### src/rtl/mdu_opcodes_pkg.sv
// Opcode and state encodings for the mdu, plus per-operation sign helpers.
package mdu_opcodes_pkg;

  typedef enum logic [2:0] {
    MUL    = 3'd0,
    MULH   = 3'd1,
    MULHSU = 3'd2,
    MULHU  = 3'd3,
    DIV    = 3'd4,
    DIVU   = 3'd5,
    REM    = 3'd6,
    REMU   = 3'd7
  } mdu_op_e;

  typedef enum logic [1:0] {
    ST_IDLE = 2'd0,
    ST_CALC = 2'd1,
    ST_DONE = 2'd2
  } mdu_state_e;

  function automatic logic is_div(input mdu_op_e op);
    return op[2];
  endfunction

  function automatic logic is_rem(input mdu_op_e op);
    return op[2] & op[1];
  endfunction

  function automatic logic a_signed(input mdu_op_e op);
    return (op == MUL) || (op == MULH) || (op == MULHSU) || (op == DIV) || (op == REM);
  endfunction

  function automatic logic b_signed(input mdu_op_e op);
    return (op == MUL) || (op == MULH) || (op == DIV) || (op == REM);
  endfunction

endpackage

### src/rtl/mdu_iter_core.sv
// Radix-2 shift-add multiply / restoring divide datapath over unsigned magnitudes.
// hi/lo hold {product} for multiplies and {remainder, quotient} for divides; outputs are the post-step values.
module mdu_iter_core #(
  parameter int XLEN = 32
) (
  input  logic            clk_i,
  input  logic            rst_i,
  input  logic            load_i,
  input  logic            step_i,
  input  logic            div_i,
  input  logic [XLEN-1:0] a_i,
  input  logic [XLEN-1:0] b_i,
  output logic [XLEN-1:0] hi_o,
  output logic [XLEN-1:0] lo_o
);

  logic [XLEN-1:0] hi_q;
  logic [XLEN-1:0] lo_q;
  logic [XLEN-1:0] d_q;
  logic [XLEN-1:0] hi_d;
  logic [XLEN-1:0] lo_d;
  logic [XLEN:0]   sum;
  logic [XLEN:0]   shifted;
  logic [XLEN:0]   diff;

  // Divide keeps remainder < divisor, so diff[XLEN] is a clean borrow flag.
  always_comb begin
    sum     = {1'b0, hi_q} + {1'b0, (lo_q[0] ? d_q : {XLEN{1'b0}})};
    shifted = {hi_q, lo_q[XLEN-1]};
    diff    = shifted - {1'b0, d_q};
    if (div_i) begin
      hi_d = diff[XLEN] ? shifted[XLEN-1:0] : diff[XLEN-1:0];
      lo_d = {lo_q[XLEN-2:0], ~diff[XLEN]};
    end else begin
      hi_d = sum[XLEN:1];
      lo_d = {sum[0], lo_q[XLEN-1:1]};
    end
  end

  assign hi_o = hi_d;
  assign lo_o = lo_d;

  always_ff @(posedge clk_i or posedge rst_i) begin
    if (rst_i) begin
      hi_q <= '0;
      lo_q <= '0;
      d_q  <= '0;
    end else if (load_i) begin
      hi_q <= '0;
      lo_q <= div_i ? a_i : b_i;
      d_q  <= div_i ? b_i : a_i;
    end else if (step_i) begin
      hi_q <= hi_d;
      lo_q <= lo_d;
    end
  end

endmodule

### src/rtl/mdu.sv
// RV32M multiply/divide unit: iterative ops take XLEN cycles in CALC (busy_o high), specials finish in one.
// Requests while busy are ignored; flush_i aborts. MDU_FAST_MUL_EN selects a single-cycle multiplier.
module mdu
  import mdu_opcodes_pkg::*;
#(
  parameter int XLEN = 32
) (
  input  logic            clk_i,
  input  logic            rst_i,
  input  logic            req_i,
  input  logic [2:0]      mdu_op_i,
  input  logic [XLEN-1:0] a_i,
  input  logic [XLEN-1:0] b_i,
  input  logic            flush_i,
  output logic            busy_o,
  output logic            valid_o,
  output logic [XLEN-1:0] result_o
);

  localparam int CW = $clog2(XLEN);
  localparam logic [1:0] IDLE = ST_IDLE;
  localparam logic [1:0] CALC = ST_CALC;
  localparam logic [1:0] DONE = ST_DONE;
  localparam logic [XLEN-1:0] MOST_NEG = {1'b1, {(XLEN-1){1'b0}}};

  logic [1:0]      state_q;
  logic [CW-1:0]   cnt_q;
  mdu_op_e         op_q;
  logic            neg_q;
  logic [XLEN-1:0] result_q;

  mdu_op_e         op;
  logic            a_neg;
  logic            b_neg;
  logic            res_neg;
  logic            div_zero;
  logic            div_ovf;
  logic            special;
  logic            accept;
  logic            go_iter;
  logic            core_div;
  logic            fast_op;
  logic [XLEN-1:0] fast_res;
  logic [XLEN-1:0] a_mag;
  logic [XLEN-1:0] b_mag;
  logic [XLEN-1:0] special_res;
  logic [XLEN-1:0] step_hi;
  logic [XLEN-1:0] step_lo;
  logic [XLEN-1:0] mag_res;
  logic [XLEN-1:0] calc_res;
  logic [2*XLEN-1:0] prod;

  always_comb begin
    op       = mdu_op_e'(mdu_op_i);
    a_neg    = a_signed(op) & a_i[XLEN-1];
    b_neg    = b_signed(op) & b_i[XLEN-1];
    a_mag    = a_neg ? -a_i : a_i;
    b_mag    = b_neg ? -b_i : b_i;
    // Remainder follows the dividend's sign; everything else is the xor.
    res_neg  = is_rem(op) ? a_neg : (a_neg ^ b_neg);
    div_zero = is_div(op) && (b_i == '0);
    div_ovf  = is_div(op) && b_signed(op) && (a_i == MOST_NEG) && (b_i == '1);
    special  = div_zero | div_ovf;
    if (div_zero) begin
      special_res = is_rem(op) ? a_i : '1;
    end else begin
      special_res = is_rem(op) ? '0 : a_i;
    end
  end

`ifdef MDU_FAST_MUL_EN
  logic [2*XLEN-1:0] fast_prod;

  always_comb begin
    fast_prod = {{XLEN{a_neg}}, a_i} * {{XLEN{b_neg}}, b_i};
    fast_res  = (op == MUL) ? fast_prod[XLEN-1:0] : fast_prod[2*XLEN-1:XLEN];
    fast_op   = !is_div(op);
  end
`else
  assign fast_res = '0;
  assign fast_op  = 1'b0;
`endif

  assign accept   = req_i && !flush_i && (state_q != CALC);
  assign go_iter  = accept && !special && !fast_op;
  assign core_div = (state_q == CALC) ? is_div(op_q) : is_div(op);

  mdu_iter_core #(
    .XLEN(XLEN)
  ) u_core (
    .clk_i (clk_i),
    .rst_i (rst_i),
    .load_i(go_iter),
    .step_i(state_q == CALC),
    .div_i (core_div),
    .a_i   (a_mag),
    .b_i   (b_mag),
    .hi_o  (step_hi),
    .lo_o  (step_lo)
  );

  always_comb begin
    prod     = neg_q ? -{step_hi, step_lo} : {step_hi, step_lo};
    mag_res  = is_rem(op_q) ? step_hi : step_lo;
    if (is_div(op_q)) begin
      calc_res = neg_q ? -mag_res : mag_res;
    end else begin
      calc_res = (op_q == MUL) ? prod[XLEN-1:0] : prod[2*XLEN-1:XLEN];
    end
  end

  always_ff @(posedge clk_i or posedge rst_i) begin
    if (rst_i) begin
      state_q  <= IDLE;
      cnt_q    <= '0;
      op_q     <= MUL;
      neg_q    <= 1'b0;
      result_q <= '0;
    end else if (flush_i) begin
      state_q <= IDLE;
    end else begin
      case (state_q)
        CALC: begin
          if (cnt_q == '0) begin
            state_q  <= DONE;
            result_q <= calc_res;
          end else begin
            cnt_q <= cnt_q - CW'(1);
          end
        end
        default: begin
          if (req_i) begin
            op_q  <= op;
            neg_q <= res_neg;
            if (special) begin
              result_q <= special_res;
              state_q  <= DONE;
            end else if (fast_op) begin
              result_q <= fast_res;
              state_q  <= DONE;
            end else begin
              state_q <= CALC;
              cnt_q   <= CW'(XLEN - 1);
            end
          end else begin
            state_q <= IDLE;
          end
        end
      endcase
    end
  end

  assign busy_o   = (state_q == CALC);
  assign valid_o  = (state_q == DONE);
  assign result_o = result_q;

endmodule

### config.mk
export PLATFORM = sky130hd
export DESIGN_NAME = mdu
export DESIGN_NICKNAME = d
export VERILOG_FILES = /design/src/rtl/mdu_opcodes_pkg.sv /design/src/rtl/mdu_iter_core.sv /design/src/rtl/mdu.sv
export SDC_FILE = /design/constraint.sdc
export NUM_CORES = 1
export LEC_CHECK = 0
export ABC_AREA = 1
export CAP_MARGIN = 20
export CORE_MARGIN = 4
export CORE_UTILIZATION = 30
export DETAILED_ROUTE_END_ITERATION = 8
export GPL_ROUTABILITY_DRIVEN = 0
export PLACE_DENSITY = 0.57
export SLEW_MARGIN = 10
export SYNTH_ARGS = -nofsm -noshare
export SYNTH_HDL_FRONTEND = slang
export SYNTH_HIERARCHICAL = 1
export SYNTH_SLANG_ARGS = --single-unit
### constraint.sdc
create_clock -name clk_i -period 11.25 [get_ports clk_i]
set_input_delay 1.6875 -clock clk_i [delete_from_list [all_inputs] [get_ports clk_i]]
set_output_delay 1.6875 -clock clk_i [all_outputs]
set_load 0.005 [all_outputs]
==> out/qor.yml <==
placed_design:
  numPortBuffers: 104
  placed_cells: 4397
  dpl.hpwl_um: 67900
pwr:
  clkPwrFrac_pct: 9.6
  powerDensity_mw_per_mm2: 280
  internal-power_w: 0.00236
  p_leak_nw: 11.3
  peakVddDrop_uv: 102
  swShare_pct: 60.8
  p_comb_share_pct: 74.3
  p_seq_share_pct: 16.1
  power.switching_w: 0.00367
synth:
  synthTopCellsByCount: "nand2_1, inv_1, nor2_1"
  syn_inst: 3550
  avgSynthCellArea_um2: 5.42
  synthTopCellsByArea: "nand2_1, dfrtp_1, inv_1"
  postSynth.asyncResetShare_pct: 100
  synth_top_cell_by_area: "nand2_1"
  synth_ff_type: "dfrtp_1"
  synth_edf_count: 0
  ys_seq_area_share_pct: 18.1
  synth_area_mm2: 0.0192
  synth_seq_cells: 139
  yosysWarningCount: 6
  synth_top_area_share_pct: 24.8
  syn_nets: 3694
  synth_most_common_cell: "nand2_1"
  synthDistinctLibCells: 50
setup_path:
  crit_slowest_cell: "clkinv_2"
  cp_num_buf_inv: 5
  path_class: "in -> reg"
  crit_required_ns: 11.63
  cp.arrival_ns: 6.50
  cpLargestDelayFamily: "buffers and inverters"
  worstPathCellList: "clkdlybuf4s50_1 -> inv_1 -> o21ai_4 -> buf_4 -> clkinv_2 -> buf_4 -> nand2_1 -> nand2_1 -> nor2_1 -> nand2_1 -> nor2_1 -> nand2_1 -> nand2_1 -> nand2_1 -> o21ai_0 -> nand2_1 -> o21ai_0 -> nand2_1 -> a21oi_1"
  critical_path.max_stage_delay_ns: 0.64
  cp-start-kind: "input pin"
  crit_fanout: 85
  cp_common_cell: "nand2_1"
  endpoint_kind: "flip-flop"
clock_tree:
  post-cts-setup-buffers: 0
  cts_buffers: 17
  htree_levels: 4
  cts_tree: "yes"
  clkTransAtPathRegs_ns: 0.07
  clk_latency_ns: 0.46
  cts.sinks: 139
  root_buffer: "clkbuf_16"
  post_cts_resized: 0
  hold_buffers: 0
  clockBufferDepth: 2
timing:
  setup_viol_count_final: 0
  finalCritPeriodShare_pct: 54.4
  skew_ns: 0.0188
  tns_ns: 0
  slew_violations: 0
  final_hold_viol_count: 0
  max-slew-margin-rel_pct: 35.0
  rsz0062_at_grt: "false"
  period_needed_ns: 6.12
  fmax_ghz: 0.163
  worstMarginPinSlew_ns: 0.972
floorplan:
  io_pins: 105
  row_count: 92
  core_mm2: 0.0633
  initial_utilization_pct: 30.4
  die_area_mm2: 0.0682
  dieWidth_um: 261
  dieHeight_um: 261
global_route:
  grt_pass1_wl_um: 125000
  antenna_found_initial: 0
  track_usage_pct: 23.9
  grt_pass1_vias: 20700
  grt_max_degree: 87
  grt_overflow: 0
route:
  num_vias: 23100
  wire_per_inst_um: 18.8
  drt_pass1_iterations: 9
  drt_iter0_markers: 2669
  drc: 0
  drt_wl_total_um: 83400
  ant_nets: 0
  viasPerCell: 5.22
finish:
  multi_input_area_mm2: 0.0134
  area_growth_pct: 11.9
  n_antenna_cell: 0
  fin_nets: 3715
  drive_gt1_share_pct: 3.21
  final-seq-area_mm2: 0.00348
  fillers: 7290
  fin_cells: 4430
run_status:
  outcome: "completed"
job:
  maxCapViolCount: 0
min_path:
  min_path_type: "reg -> reg"
-- final cells by class --
type	instances	area share, %
sequential	139	16.2
clock inverter	15	0.727
inverter	475	8.30
tap	846	4.92
multi-input combinational	2813	62.4
timing repair buffer	125	5.56
clock buffer	17	1.98
-- sequential cells by signal, summed over array words and instances, names as in the netlist --
signal,count
u_core/hi_q,32
neg_q,1
op_q,3
u_core/lo_q,32
state_q,2
cnt_q,5
u_core/d_q,32
result_o,32
-- worst register-to-register path: stages, from the launching register on --
cell,delay (ns)
dfrtp_1,0.38
nand2_1,0.07
buf_4,0.38
inv_1,0.13
buf_4,0.32
o21ai_4,0.18
buf_4,0.51
clkinv_2,0.65
buf_4,0.55
nand2_1,0.17
nand2_1,0.23
nor2_1,0.32
nand2_1,0.13
nor2_1,0.14
nand2_1,0.07
nand2_1,0.07
nand2_1,0.12
o21ai_0,0.17
nand2_1,0.07
o21ai_0,0.40
nand2_1,0.16
a21oi_1,0.15
-- power groups by stage --
stage | registers, W | clock network (W) | logic [W]
6_report | 0.000971 | 0.000581 | 0.00449
5_1_grt | 0.000990 | 0.000612 | 0.00495
4_1_cts | 0.000959 | 0.000590 | 0.00438
3_5_place_dp | 0.000965 | 0 | 0.00436
3_3_place_gp | 0.000970 | 0 | 0.00435
2_1_floorplan | 0.000847 | 0 | 0.00302
-- through the flow --
stage               cell area [um^2]  util (%)  total power (W)  setup WS [ns]  hold WS, ns
floorplan                      19200         -          0.00387           6.82        0.442
global placement               20900      33.1          0.00532           4.86        0.467
detailed placement             20900      33.1          0.00532           4.80        0.469
CTS                            21500      34.0          0.00593           5.27        0.486
global route                   21500      34.0          0.00656           4.75        0.523
finish                         21500      34.0          0.00604           5.13        0.486
-- worst paths after layout --
kind                                  start               to  slack (ns)  cells after the start
worst max-delay path            mdu_op_i[2]      result_o[5]        5.13                     19
worst min-delay path               cnt_q[4]         cnt_q[4]        0.49                      2
worst max register to register   state_q[0]      result_o[5]        5.82                     21
worst min register to register     cnt_q[4]         cnt_q[4]        0.49                      2
max in group asynchronous             rst_i  u_core/hi_q[25]        8.25                      3
min in group asynchronous             rst_i          op_q[1]        1.58                      2
-- metal layers --
metal,track usage [%],up-vias,wire length [um]
met4,8.82,0,3490
met1,34.4,10500,36800
met5,0,-,0
met3,3.71,175,7690
li1,-,11300,-
met2,36.2,1179,35400
-- cell families after synthesis --
logic type | after synthesis | synth area share, %
adders and majority gates | 73 | 4.83
AOI/OAI and AO/OA | 517 | 14.5
xor gates and xnor gates | 84 | 3.82
and+or+nand+nor | 2139 | 46.5
DFF | 139 | 18.1
buffers and inverters | 598 | 12.3
-- layout by cell type, fill, tap and decap left out, types with 3 or more instances in the layout --
cell type        netlist  routed
a21o_1                 5       5
or2_2                  9       9
inv_6                  0       3
clkinv_4               0       4
o21ai_1                9       9
nor3_2                 3       3
a21oi_1              186     186
nor2_4                 4       6
xor2_1                63      63
xnor2_1               21      21
clkbuf_16              0      17
ha_1                  71      71
a22oi_1               31      31
nand2_2                7       7
a31oi_1                9       9
nand2_1             1271    1271
nor3_1                28      28
nand3_1              314     314
nor2_2                 9       9
inv_2                  5       5
o21bai_1              18      18
dfrtp_1              139     137
o211ai_1               9       9
inv_8                  0       4
nand3b_1              25      25
inv_1                469     466
nand2_4                5       5
nor4_1                 6       6
nor2_1               389     387
clkdlybuf4s50_1        0     104
o21ai_0              236     235
nand3_2                5       5
and2_1                27      27
o21a_1                 6       6
buf_4                  2      20
nand4_1               29      29
No activity file was read; power rests on OpenSTA's default activity.
